--- config.mk ---
export PLATFORM = sky130hd
export DESIGN_NAME = conv2_maxpool
export DESIGN_NICKNAME = d
export VERILOG_FILES = /design/src/rtl/conv2_maxpool.sv
export SDC_FILE = /design/constraint.sdc
export NUM_CORES = 1
export LEC_CHECK = 0
export ABC_AREA = 1
export CAP_MARGIN = 10
export CELL_PAD_IN_SITES_DETAIL_PLACEMENT = 1
export CELL_PAD_IN_SITES_GLOBAL_PLACEMENT = 1
export CORE_ASPECT_RATIO = 0.5
export CORE_UTILIZATION = 46
export CTS_CLUSTER_SIZE = 8
export DETAILED_ROUTE_END_ITERATION = 10
export PLACE_DENSITY = 0.91
export SLEW_MARGIN = 20
export SYNTH_ARGS = -nofsm -noshare
export SYNTH_HDL_FRONTEND = slang
export SYNTH_SLANG_ARGS = --single-unit
--- constraint.sdc ---
create_clock -name clk -period 5.17 [get_ports clk]
set_input_delay 1.2925 -clock clk [delete_from_list [all_inputs] [get_ports clk]]
set_output_delay 1.2925 -clock clk [all_outputs]
set_load 0.02 [all_outputs]
--- src/rtl/conv2_maxpool.sv ---
// 2x2 stride-2 max pool for one conv2 output channel, raster-order input, registered output.
// Optional build macro: CONV2_POOL_RELU_EN fuses a ReLU after the pool.
module conv2_maxpool #(
  parameter int WIDTH     = 8,
  parameter int HEIGHT    = 8,
  parameter int DATA_BITS = 14
) (
  input  logic                 clk,
  input  logic                 rst,
  input  logic                 valid_in,
  input  logic [DATA_BITS-1:0] conv_in,
  output logic [DATA_BITS-1:0] max_out,
  output logic                 valid_out,
  output logic                 frame_done
);

  localparam int CW = (WIDTH  > 1) ? $clog2(WIDTH)  : 1;
  localparam int RW = (HEIGHT > 1) ? $clog2(HEIGHT) : 1;
  localparam int LD = (WIDTH  > 1) ? WIDTH / 2      : 1;
  localparam int LW = (LD     > 1) ? $clog2(LD)     : 1;

  if ((WIDTH % 2) != 0) begin : g_bad_width
    $error("conv2_maxpool: WIDTH must be even");
  end
  if ((HEIGHT % 2) != 0) begin : g_bad_height
    $error("conv2_maxpool: HEIGHT must be even");
  end

  function automatic logic signed [DATA_BITS-1:0] smax(
    input logic signed [DATA_BITS-1:0] a,
    input logic signed [DATA_BITS-1:0] b
  );
    return (a > b) ? a : b;
  endfunction

  logic [CW-1:0]                col_q, col_d;
  logic [RW-1:0]                row_q, row_d;
  logic signed [DATA_BITS-1:0]  hold_q, hold_d;
  logic [DATA_BITS-1:0]         max_out_q, max_out_d;
  logic                         valid_out_q, valid_out_d;
  logic                         frame_done_q, frame_done_d;

  logic signed [DATA_BITS-1:0]  linebuf_q [LD];
  logic [LW-1:0]                lb_idx;
  logic                         lb_we;
  logic signed [DATA_BITS-1:0]  pair_max;
  logic signed [DATA_BITS-1:0]  result;
  logic                         last_col, last_row;

  assign lb_idx   = LW'(col_q >> 1);
  assign last_col = (col_q == CW'(WIDTH - 1));
  assign last_row = (row_q == RW'(HEIGHT - 1));
  assign pair_max = smax(hold_q, $signed(conv_in));
  assign result   = smax(linebuf_q[lb_idx], pair_max);

  always_comb begin
    col_d        = col_q;
    row_d        = row_q;
    hold_d       = hold_q;
    max_out_d    = max_out_q;
    valid_out_d  = 1'b0;
    frame_done_d = 1'b0;
    lb_we        = 1'b0;
    if (valid_in) begin
      if (last_col) begin
        col_d = '0;
        row_d = last_row ? '0 : row_q + RW'(1);
      end else begin
        col_d = col_q + CW'(1);
      end
      if (!col_q[0]) begin
        hold_d = $signed(conv_in);
      end else if (!row_q[0]) begin
        lb_we = 1'b1;
      end else begin
        // Odd row, odd column closes a 2x2 window: publish its maximum next edge.
`ifdef CONV2_POOL_RELU_EN
        max_out_d = result[DATA_BITS-1] ? '0 : result;
`else
        max_out_d = result;
`endif
        valid_out_d  = 1'b1;
        frame_done_d = last_row && last_col;
      end
    end
  end

  always_ff @(posedge clk) begin
    if (rst) begin
      col_q        <= '0;
      row_q        <= '0;
      hold_q       <= '0;
      max_out_q    <= '0;
      valid_out_q  <= 1'b0;
      frame_done_q <= 1'b0;
    end else begin
      col_q        <= col_d;
      row_q        <= row_d;
      hold_q       <= hold_d;
      max_out_q    <= max_out_d;
      valid_out_q  <= valid_out_d;
      frame_done_q <= frame_done_d;
    end
  end

  // Line buffer holds even-row pair maxima until the odd row consumes them; no reset needed.
  always_ff @(posedge clk) begin
    if (lb_we && !rst) begin
      linebuf_q[lb_idx] <= pair_max;
    end
  end

  assign max_out    = max_out_q;
  assign valid_out  = valid_out_q;
  assign frame_done = frame_done_q;

endmodule

==> results.sh <==
export IMPL_skew_ns=0.0211
export IMPL_worst_pin_slew_ns=1.02
export IMPL_cp_num_cells=28
export IMPL_syn2layout_area_growth_pct=20.4
export IMPL_synth_ff_type="edfxtp_1"
export IMPL_clk_path_buf_depth=2
export IMPL_gr_total_overflow=0
export IMPL_synth_edff_count=56
export IMPL_io_pins=33
export IMPL_arrival_ns=5.57
export IMPL_crit_buf_inv=5
export IMPL_grt_use_total=0.276
export IMPL_diodes=0
export IMPL_place_congestion=0.785
export IMPL_drt_first_pass_iters=5
export IMPL_postCtsHoldBufs=0
export IMPL_clkTransAtPathRegs_ns=0.08
export IMPL_port_buffers=32
export IMPL_grt_pass1_vias=4090
export IMPL_layout_min_cycle_time_ns=5.27
export IMPL_vias=4230
export IMPL_layout_commonest_cell="nand2_1"
export IMPL_design_power_total_mw=2.13
export IMPL_synth_async_reset_ratio=0
export IMPL_core_area_um2=9790
export IMPL_synth_nets=574
export IMPL_netlist_instances=525
export IMPL_initial_core_util=0.493
export IMPL_finalCritPeriodShare=1.02
export IMPL_leakage_nw=2.40
export IMPL_seqCellArea_um2=2440
export IMPL_setup_violations=7
export IMPL_failed_checks="setup timing"
export IMPL_slowest_delay_ns=0.48
export IMPL_postPlaceCellArea_um2=5360
export IMPL_drt_vias_per_instance=5.93
export IMPL_drive_gt1_frac=0.208
export IMPL_min_path_cells=2
export IMPL_cpMostUsedCell="nand2_1"
export IMPL_fp_dieH_um=74.4
export IMPL_yosysSeqAreaShare=0.506
export IMPL_layout_setup_ws_ns=-0.102
export IMPL_final_cell_mix="75 x nand2_1, 63 x nor2_1, 56 x inv_1, 56 x edfxtp_1, 46 x o21ai_0"
export IMPL_synth_cell_types=28
export IMPL_cp_data_required_time_ns=5.47
export IMPL_dieArea_um2=10900
export IMPL_wl_per_cell_um=24.2
export IMPL_dp_hpwl_um=9920
export IMPL_max_freq_ghz=0.190
export IMPL_htreeDepth=3
export IMPL_drv_cap=0
export IMPL_power_density_nw_per_um2=367
export IMPL_endpoint_kind="flip-flop"
export IMPL_multiInputGateArea_um2=2160
export IMPL_die_w_um=147
export IMPL_rows=25
export IMPL_ys_ff_latch=94
export IMPL_hp_class="flip-flop to flip-flop"
export IMPL_hold_violations=0
export IMPL_criticalPathCategory="input port to flip-flop"
export IMPL_cts_root_buf="clkbuf_16"
export IMPL_cts_tree="built"
export IMPL_worstSetupStartpointType="input port"
export IMPL_syn_area_per_cell_um2=9.19
export IMPL_grt_max_degree=30
export IMPL_netlist_area_um2=4820
export IMPL_tns_ns=-0.318
export IMPL_fin_nets=622
export IMPL_dpl_worst_slack_ns=-0.181
export IMPL_wl_um=17200
export IMPL_clk_latency_ns=0.37
export IMPL_fin_area_um2=5810
export IMPL_slew_headroom=0.321
export IMPL_grt_first_pass_wirelength_um=22300
export IMPL_fillers=1103
export IMPL_drv_slew=0
export IMPL_antenna_found_initial=0
export IMPL_drc=0
export IMPL_yosys_warnings=0
export IMPL_cts_buffers=9
export IMPL_reg2reg_depth=26
export IMPL_status="finished with violations"
export IMPL_ant_nets=0
export IMPL_crit_family="simple AND/OR/NAND/NOR gates"
export IMPL_cts_sinks=94
export IMPL_irDropWorstVdd_mv=0.249
export IMPL_drt_iter0_markers=387
export IMPL_slowest_stage="clkdlybuf4s50_1"
export IMPL_crit_path_max_fanout=12
-- cell type report --
type                       instances  area share
inverter                          58      0.0375
timing repair buffer              56      0.0888
clock inverter                     6      0.0119
multi-input combinational        354       0.373
sequential                        94       0.421
clock buffer                      10      0.0394
tap                              135      0.0291
-- registers in the layout, indices dropped and copies added, names as in the netlist, named ones only --
signal      cells
linebuf_q      56
row_q           3
frame_done      1
col_q           3
max_out        14
hold_q         14
valid_out       1
-- metal layers --
layer	track usage	up-vias	routed length, µm
met5	0	-	0
met2	0.473	202	8040
met1	0.357	2101	7280
met4	0.0718	0	577
met3	0.0681	57	1330
li1	-	1870	-
-- synthesized netlist by cell type, types with 3 or more instances --
cell	number	area share
dfxtp_1	38	0.16
nand3_1	17	0.018
nand3_2	21	0.044
nor3_1	5	0.0052
a21oi_1	30	0.031
nand2_1	84	0.065
buf_6	3	0.0070
ha_1	32	0.083
o22ai_1	13	0.017
nand2_2	22	0.029
a21oi_2	10	0.018
nor2_1	64	0.050
o21ai_0	46	0.048
clkbuf_1	15	0.012
inv_1	56	0.044
edfxtp_1	56	0.35
-- worst paths after layout --
path	start	to	slack (ns)
worst max-delay path	conv_in[13]	max_out[1]	-0.10
worst min-delay path	max_out[2]	max_out[2]	0.50
worst min register to register	max_out[2]	max_out[2]	0.50
worst max register to register	hold_q[13]	max_out[1]	1.01
-- worst register-to-register path, stage by stage, from the launching register on --
cell and delay (ns):
dfxtp_1 0.35, ha_2 0.39, nand2_1 0.14, nor2_4 0.16, inv_2 0.06, nor2_4 0.13, nand2_2 0.10, nand2_2 0.11
nand2_1 0.08, nand3_2 0.12, buf_12 0.16, nand2_2 0.07, nand2_1 0.18, inv_1 0.09, ha_1 0.34, nand2_1 0.11
nor2_2 0.17, nand2_1 0.13, nand3_1 0.12, nand2_1 0.10, nand2_1 0.10, nand2_2 0.10, nand3_4 0.16, nor2_1 0.08
nor2_1 0.26, nand2_2 0.12, a21oi_2 0.16
-- kinds of logic (layout without fill, tap and decap cells) --
logic type,Yosys count,count (layout),share of synthesized area
AOI/OAI and AO/OA,100,100,0.116
DFF,94,94,0.506
and+or+nand+nor,220,222,0.225
buffers and inverters,79,130,0.0700
adders and majority gates,32,32,0.0830
-- stage by stage --
stage | instances | util | hold WS (ns)
finish | 713 | 0.593 | 0.499
global route | 713 | 0.593 | 0.506
CTS | 705 | 0.578 | 0.488
detailed placement | 689 | 0.547 | 0.469
global placement | 689 | 0.547 | 0.458
floorplan | 525 | - | 0.458
-- what timing repair did --
action                     CTS  global route
cloned                       0             2
setup endpoints to repair    1            14
pin swaps                    0             3
resized for setup            2            20
buffers inserted             0             6
-- power breakdown --
part / switching [mW] / total (mW) / internal [mW]
Sequential: 0.0180 / 0.846 / 0.828
Clock: 0.316 / 0.695 / 0.379
Combinational: 0.387 / 0.591 / 0.204
Total: 0.721 / 2.13 / 1.41
No activity file was read; power rests on OpenSTA's default activity.
